File: src/rtl/fifo_wr_arbiter.sv
// Round-robin arbiter sharing the single write port of an async FIFO among
// NREQ valid/ready requesters, granting up to MAX_BURST words per turn.
module fifo_wr_arbiter #(
  parameter int WIDTH     = 8,
  parameter int NREQ      = 4,
  parameter int MAX_BURST = 4
) (
  input  logic                    clk,
  input  logic                    aresetn,
  input  logic [NREQ-1:0]         req_valid,
  input  logic [NREQ*WIDTH-1:0]   req_data,
  output logic [NREQ-1:0]         req_ready,
  input  logic                    full,
  output logic                    w_enable,
  output logic [WIDTH-1:0]        w_data,
  output logic [NREQ-1:0]         grant,
  output logic                    busy,
  output logic [15:0]             xfer_count
);

  localparam int IW = (NREQ > 1) ? $clog2(NREQ) : 1;
  localparam int BW = (MAX_BURST > 1) ? $clog2(MAX_BURST) : 1;

  typedef enum logic {IDLE, GRANT} state_t;

  state_t          state, state_n;
  logic [NREQ-1:0] grant_n;
  logic [IW-1:0]   g_idx, g_idx_n;
  logic [IW-1:0]   rr_ptr, rr_n;
  logic [BW-1:0]   burst_cnt, burst_n;
  logic [IW-1:0]   pick_base;
  logic [IW:0]     sel;
  logic            release_g;

  // Returns {found, index} of the first valid requester scanning from base.
  function automatic logic [IW:0] pick(input logic [NREQ-1:0] v,
                                       input logic [IW-1:0]   base);
    logic          found;
    logic [IW-1:0] idx;
    logic [IW-1:0] jj;
    int            j;
    found = 1'b0;
    idx   = base;
    for (int k = 0; k < NREQ; k++) begin
      j  = (int'(base) + k) % NREQ;
      jj = IW'(j);
      if (!found && v[jj]) begin
        found = 1'b1;
        idx   = jj;
      end
    end
    return {found, idx};
  endfunction

  function automatic logic [IW-1:0] next_of(input logic [IW-1:0] g);
    return (g == IW'(NREQ - 1)) ? '0 : g + IW'(1);
  endfunction

  assign busy = (state == GRANT);

  // Write path is combinational from the registered grant so the full flag
  // seen this cycle already accounts for every earlier write.
  always_comb begin
    req_ready = '0;
    w_enable  = 1'b0;
    w_data    = '0;
    if (aresetn && state == GRANT && req_valid[g_idx] && !full) begin
      req_ready = grant;
      w_enable  = 1'b1;
      w_data    = req_data[g_idx*WIDTH +: WIDTH];
    end
  end

  assign pick_base = (state == GRANT) ? next_of(g_idx) : rr_ptr;
  assign sel       = pick(req_valid, pick_base);
  assign release_g = (state == GRANT) &&
                     (!req_valid[g_idx] ||
                      (w_enable && burst_cnt == BW'(MAX_BURST - 1)));

  always_comb begin
    // NOTE: every output of this block gets a default first, so no path
    // leaves a signal unassigned and no latch is inferred.
    state_n = state;
    grant_n = grant;
    g_idx_n = g_idx;
    rr_n    = rr_ptr;
    burst_n = burst_cnt;
    case (state)
      IDLE: begin
        if (sel[IW]) begin
          state_n = GRANT;
          g_idx_n = sel[IW-1:0];
          grant_n = NREQ'(1) << sel[IW-1:0];
          burst_n = '0;
        end
      end
      GRANT: begin
        if (w_enable) burst_n = burst_cnt + BW'(1);
        if (release_g) begin
          // Re-arbitrate in the release cycle so back-to-back grants
          // have no idle bubble.
          rr_n    = pick_base;
          burst_n = '0;
          if (sel[IW]) begin
            g_idx_n = sel[IW-1:0];
            grant_n = NREQ'(1) << sel[IW-1:0];
          end else begin
            state_n = IDLE;
            grant_n = '0;
          end
        end
      end
    endcase
  end

  always_ff @(posedge clk) begin
    // NOTE: state registers use non-blocking assignments so every flop
    // samples the pre-edge values regardless of statement order.
    if (!aresetn) begin
      state      <= IDLE;
      grant      <= '0;
      g_idx      <= '0;
      rr_ptr     <= '0;
      burst_cnt  <= '0;
      xfer_count <= '0;
    end else begin
      state     <= state_n;
      grant     <= grant_n;
      g_idx     <= g_idx_n;
      rr_ptr    <= rr_n;
      burst_cnt <= burst_n;
      if (w_enable) xfer_count <= xfer_count + 16'd1;
    end
  end

endmodule
File: config.mk
export PLATFORM = sky130hd
export DESIGN_NAME = fifo_wr_arbiter
export DESIGN_NICKNAME = d
export VERILOG_FILES = /design/src/rtl/fifo_wr_arbiter.sv
export SDC_FILE = /design/constraint.sdc
export NUM_CORES = 1
export LEC_CHECK = 0
export ABC_AREA = 1
export CORE_MARGIN = 2
export CORE_UTILIZATION = 45
export CTS_BUF_LIST = sky130_fd_sc_hd__clkbuf_16
export CTS_CLUSTER_SIZE = 30
export DETAILED_ROUTE_END_ITERATION = 8
export GPL_TIMING_DRIVEN = 0
export PLACE_DENSITY = 0.81
export SYNTH_ARGS = -nofsm -noshare
export SYNTH_HDL_FRONTEND = slang
export SYNTH_SLANG_ARGS = --single-unit
export TNS_END_PERCENT = 50
File: constraint.sdc
create_clock -name clk -period 2.1 [get_ports clk]
set_input_delay 0.42 -clock clk [delete_from_list [all_inputs] [get_ports clk]]
set_output_delay 0.42 -clock clk [all_outputs]
set_load 0.01 [all_outputs]
==> results of run 1 <==
report_power, final:
group / switching [mW] / internal, mW
clock: 0.176 / 0.255
combinational: 1.37 / 0.866
sequential: 0.0820 / 0.582
total: 1.63 / 1.70
layout by cell type (no fill, tap or decap), drive strengths merged:
cell type / synthesis / final
nand2: 91 / 92
nor2: 59 / 59
clkdlybuf4s50: 0 / 53
nand3: 36 / 36
inv: 30 / 31
o21ai: 28 / 28
buf: 5 / 28
dfxtp: 27 / 27
a21oi: 23 / 23
clkbuf: 4 / 8
nor3: 7 / 7
dlygate4sd2: 0 / 6
xor2: 3 / 3
o21bai: 3 / 3
ha: 3 / 3
clkinv: 2 / 2
nor3b: 2 / 2
and2: 1 / 1
or2: 1 / 1
o211ai: 1 / 1
and3: 1 / 1
nand4: 1 / 1
nor4: 1 / 1
xnor2: 1 / 1
o21a: 1 / 1
clkdlybuf4s15: 0 / 1
sequential cells by signal, indices dropped and copies added, names as in the netlist:
signal and flops:
burst_cnt 2, g_idx 2, busy 1, grant 4
rr_ptr 2, xfer_count 16
stage by stage:
step                      TNS (ns)  setup WS, ns
final                            0       0.02310
after global routing       -0.5574      -0.07053
after CTS                 -0.05063      -0.02509
after detailed placement    -12.37       -0.9202
after global placement      -11.88       -0.8981
after floorplan                  0        0.1409
layer usage:
| layer | global-route usage | vias up | routed length, um |
|---|---|---|---|
| li1 | - | 1247 | - |
| met1 | 0.2708 | 1137 | 2646 |
| met3 | 0.04185 | 19 | 370 |
| met2 | 0.4423 | 90 | 3325 |
| met5 | 0 | - | 0 |
| met4 | 0.08120 | 0 | 143 |
worst max path at each step:
stage / endpoint / cells past startpoint
floorplan: w_data[1] / 6
global placement: w_data[5] / 9
detailed placement: w_data[6] / 9
CTS: g_idx[0] / 14
global route: g_idx[0] / 12
finish: w_data[5] / 9
worst reg2reg max path, stage by stage (launching register included):
cell and delay [ns]:
dfxtp_4 0.37, buf_6 0.13, buf_4 0.13, o21ai_1 0.19, nand2_1 0.20, nand2_1 0.12
nand3_1 0.07, nand2_1 0.11, nand2_4 0.09, nor3_4 0.23, nor2_2 0.09, o211ai_1 0.17
inv_1 0.05
layout make-up:
| cell class | instances | area (um2) |
|---|---|---|
| Inverter | 32 | 133.9 |
| Fill cell | 388 | 1177 |
| Buffer | 9 | 90.09 |
| Multi-Input combinational cell | 264 | 1436 |
| Sequential cell | 27 | 549.3 |
| Timing Repair Buffer | 84 | 763.2 |
| Clock buffer | 3 | 75.07 |
| Tap cell | 52 | 65.06 |
| Clock inverter | 1 | 3.754 |
logic make-up after synthesis:
family | count (synthesis) | synth area share
AO/OA/AOI/OAI | 56 | 0.1529
XOR/XNOR | 4 | 0.01762
buffers and inverters | 41 | 0.08684
adder cells (fa/ha/maj) | 3 | 0.01888
AND/OR/NAND/NOR | 200 | 0.4519
flip-flops | 27 | 0.2719
repair_timing:
action	in CTS	in global routing
pin swaps	3	11
cloned	0	2
endpoints found under the setup margin	20	21
buffers inserted	6	6
gates resized for setup	73	50
==> reports/metrics.cfg, run 1 <==
[final_layout]
area_growth_pct = 56.77
fin_cells = 472
stdcell_area_um2 = 3117
fin_util = 0.7258
nets = 463
diodes = 0
drive_gt1_frac = 0.2238

[setup_path]
reg2reg_slack_ns = 0.03
cp-start-kind = input pin
slowest_delay_ns = 0.30
startpoint = req_valid[2]
crit_family = buffers and inverters
crit_required_ns = 1.68
crit_slowest_cell = dlygate4sd2_1
path_max_fanout = 5
worstSetupPathType = in -> out
endpoint_kind = primary output
worstPathCellList = dlygate4sd2_1 > nand2_1 > nand3_2 > and2_4 > nand2_4 > buf_8 > clkbuf_16 > a21oi_2 > buf_2
cp.arrival_ns = 1.66
path_buf_inv = 4
timing.rr.end = g_idx[0]
reg2reg_from = g_idx[0]
rr_worst_depth = 12

[logic_synthesis]
synth_area_leaders = dfxtp_1 27%, nand2_1 15%, nor2_1 11%
synth_seq_cells = 27
synth_top_area_cell = dfxtp_1
mappedNetlistNets = 373
seq_area_frac_synth = 0.2719
async_flop_share = 0
synth-edff-count = 0
yosys-top-cells-count = 82 x nand2_1, 56 x nor2_1, 35 x nand3_1
synth.most_common_cell = nand2_1
ys_types = 37
avgSynthCellArea_um2 = 6.007
yosys_warnings = 0
synth_top_area_frac = 0.2719
synth_area_um2 = 1988
yosys_most_used_dff = dfxtp_1
syn_inst = 331

[timing]
worst-slew-pin-transition_ns = 0.2944
slew_headroom = 0.8017
setup_violations = 0
finalHoldWorstSlack_ns = 0.4585
hold_viol = 0
clock_skew_ns = 0.001489
fmax_mhz = 481.5
period_share = 0.9890
min_period_ns = 2.077
rsz0062_at_grt = yes
slew_violations = 0

[worst_hold_path]
min_to = xfer_count[15]
hp-start = xfer_count[15]
whs_path_depth = 2
min_path_type = reg -> reg

[power_and_ir_drop]
power.leakage_nw = 1.371
power_density_nw_per_um2 = 1069
power.total_mw = 3.332
ir_drop_uv = 443.5

[floorplanning]
rows = 24
die_h_um = 70.47
dieArea_um2 = 4966
start_util = 0.4630
core_um2 = 4294
die_x_um = 70.47
pin_count = 73

[clock_network]
cts_tree = yes
cts.root.buffer_cell = clkbuf_16
cts_sinks = 27
holdBufCountCts = 0
cts.reportedPaths.clkPinSlew_ns = 0.06
h-tree-depth = 1
clock_latency_ns = 0.26
clock_path_buffers = 2
cts_made_buffers = 3

[drt]
ant_nets = 0
num_vias = 2493
vias_per_cell = 5.282
routedWlPerCell_um = 13.74
first_pass_iters = 4
drcViolationCount = 0
drtIter0Drc = 131
wl_um = 6485

[placed_design]
postPlaceCellArea_um2 = 2764
dpl.cell_count = 454
numPortBuffers = 71
hpwl_um = 4377
place_congestion = 0.8448

[global_routing]
grt_max_degree = 15
antenna_found_initial = 0
grt_usage = 0.2384
grt_pass1_wl_um = 9777
grt_overflow = 0
grt_pass1_vias = 2266

[flow_run]
cap_viol_max_count = 0

[outcome]
status = complete, no violations

(Power assumes the default switching activity.)
==> run 2, diff against run 1 <==
ABC_AREA = default   (was 1)
CORE_ASPECT_RATIO = 1.25   (was default)
CORE_UTILIZATION = 42   (was 45)
PLACE_DENSITY = default   (was 0.81)
PLACE_DENSITY_LB_ADDON = 0.2   (was default)
==> run 2 against run 1 <==
Clock-buffer cell count unchanged. Largest power group is now registers. Register-to-register slack improved by 0.05 ns. Wire length decreased by 32%. Sequential share of layout area increased by 4.1 points. First-iteration DRC count decreased by 71%. Critical path type is now reg -> out. Setup slack improved by 0.0017 ns. Utilization decreased by 5.7 points. Power decreased by 56%. Largest cell class unchanged. Final cell count decreased by 37%.
==> reports/metrics.cfg, run 2 <==
[outcome]
status = complete, no violations

[logic_synthesis]
synth_area_leaders = dfxtp_1 33%, mux4_2 13%, and3_1 5.4%
syn_inst = 175
synth-edff-count = 0
seq_area_frac_synth = 0.3338
yosys-top-cells-count = 27 x dfxtp_1, 14 x and3_1, 14 x nor2_1
synth_area_um2 = 1619
ys_types = 44
synth.most_common_cell = dfxtp_1
yosys_most_used_dff = dfxtp_1
mappedNetlistNets = 217
synth_top_area_cell = dfxtp_1
avgSynthCellArea_um2 = 9.252
synth_top_area_frac = 0.3338
yosys_warnings = 0
async_flop_share = 0
synth_seq_cells = 27

[timing]
slew_violations = 0
slew_headroom = 0.6636
setup_slack_ns = 0.02478
hold_viol = 0
finalHoldWorstSlack_ns = 0.4725
worst-slew-pin-transition_ns = 0.4999
fin_tns_setup_ns = 0
clock_skew_ns = 0.002092
period_share = 0.9882
min_period_ns = 2.075
setup_violations = 0
rsz0062_at_grt = yes
fmax_mhz = 481.9

[floorplanning]
dieArea_um2 = 4370
start_util = 0.4313
die_h_um = 73.42
core_um2 = 3754
rows = 25
pin_count = 73
die_x_um = 59.53

[setup_path]
cp-start-kind = flip-flop
worstSetupPathType = reg -> out
path_max_fanout = 5
cp.arrival_ns = 1.66
crit_required_ns = 1.68
endpoint_kind = primary output

[final_layout]
drive_gt1_frac = 0.2188
diodes = 0
top_register = xfer_count
area_growth_pct = 54.95
reg_top3 = xfer_count: 16 flops, grant: 4 flops
most-common-layout-cells = 54 x clkdlybuf4s50_1, 26 x dfxtp_1, 14 x buf_2, 14 x nor2_1, 13 x nand2_1
nets = 299
layout_commonest_cell = clkdlybuf4s50_1
largest_register_ffs = 16
fin_util = 0.6683

[clock_network]
holdBufCountCts = 0
cts.reportedPaths.clkPinSlew_ns = 0.06
cts_tree = yes
cts_sinks = 27
cts_made_buffers = 3
h-tree-depth = 1
cts.root.buffer_cell = clkbuf_16
clock_path_buffers = 2
clock_latency_ns = 0.26

[drt]
ant_nets = 0
vias_per_cell = 5.578
drcViolationCount = 0
first_pass_iters = 4
wl_um = 4406
routedWlPerCell_um = 14.89
drtIter0Drc = 38
num_vias = 1651

[placed_design]
hpwl_um = 3300
post-place-ws_ns = -0.8221
place_congestion = 0.7766
numPortBuffers = 72

[power_and_ir_drop]
power.leakage_nw = 0.9955
power.total_mw = 1.464
ir_drop_uv = 466.0
power_density_nw_per_um2 = 583.7

[global_routing]
grt_pass1_vias = 1649
grt_use_met3 = 0.03169
met1_usage = 0.1978
grt_max_degree = 15
grt_usage = 0.2008
antenna_found_initial = 0
grt_pass1_wl_um = 6900
grt_overflow = 0
grt.busiest_layer = met2
grt_use_met2 = 0.4090

[flow_run]
cap_viol_max_count = 0

[worst_hold_path]
min_path_type = reg -> reg

-- run 2: cell types whose count changed after synthesis, sizes merged, moves of 4 or more --
cell / change
or3: +5
inv: -26
mux4: +9
nand4: +4
a21oi: -15
xnor2: +6
nand3: -27
o21ai: -20
nor2: -45
and3: +14
nand2: -77
nand2b: +5
mux2i: +4
-- run 2: logic make-up after synthesis --
family / synth area share
AOI/OAI and AO/OA: 0.1167
xor gates and xnor gates: 0.05410
adders and majority gates: 0.02319
buffers and inverters: 0.03863
DFF: 0.3338
muxes: 0.1499
and+or+nand+nor: 0.2836
-- run 2: final cells by class --
cell class	count	area, um2
Buffer	7	66.31
Multi-Input combinational cell	135	1042
Sequential cell	27	544.3
Timing Repair Buffer	78	708.2
Inverter	5	18.77
Fill cell	332	1245
Clock buffer	3	75.07
Clock inverter	1	3.754
Tap cell	40	50.05
-- run 2: what timing repair did --
item,4_1_cts,5_1_grt
cloned,1,0
setup endpoints to repair,17,7
hold endpoints to repair,0,0
setup buffers,5,0
pin swaps,1,3
gates resized for setup,77,7
-- run 2: final timing paths --
check / startpoint / end / slack (ns) / cells past startpoint
worst min-delay path: burst_cnt[1] / burst_cnt[1] / 0.47 / 2
worst max-delay path: g_idx[0] / req_ready[1] / 0.02 / 4
worst max register to register: g_idx[0] / grant[3] / 0.08 / 7
worst min register to register: burst_cnt[1] / burst_cnt[1] / 0.47 / 2
-- run 2: metrics by stage --
| stage | cells | area (um2) |
|---|---|---|
| floorplan | 175 | 1619 |
| global route | 296 | 2509 |
| finish | 296 | 2509 |
| CTS | 296 | 2487 |
| detailed placement | 287 | 2390 |
| global placement | 287 | 2390 |
-- run 2: power by group --
group	internal, mW	switching [mW]
Sequential	0.540	0.0223
Combinational	0.282	0.196
Clock	0.255	0.169
Total	1.08	0.387
-- run 2: metal layers --
layer  vias up  wire length, um
li1        808                -
met1       770             1708
met2        68             2279
met3         5              374
met4         0               44
met5         -                0
-- run 2: critical path, stage by stage (launching register included) --
cell	delay (ns)
dfxtp_4	0.37
mux4_2	0.55
clkbuf_8	0.17
and3_1	0.16
buf_2	0.14
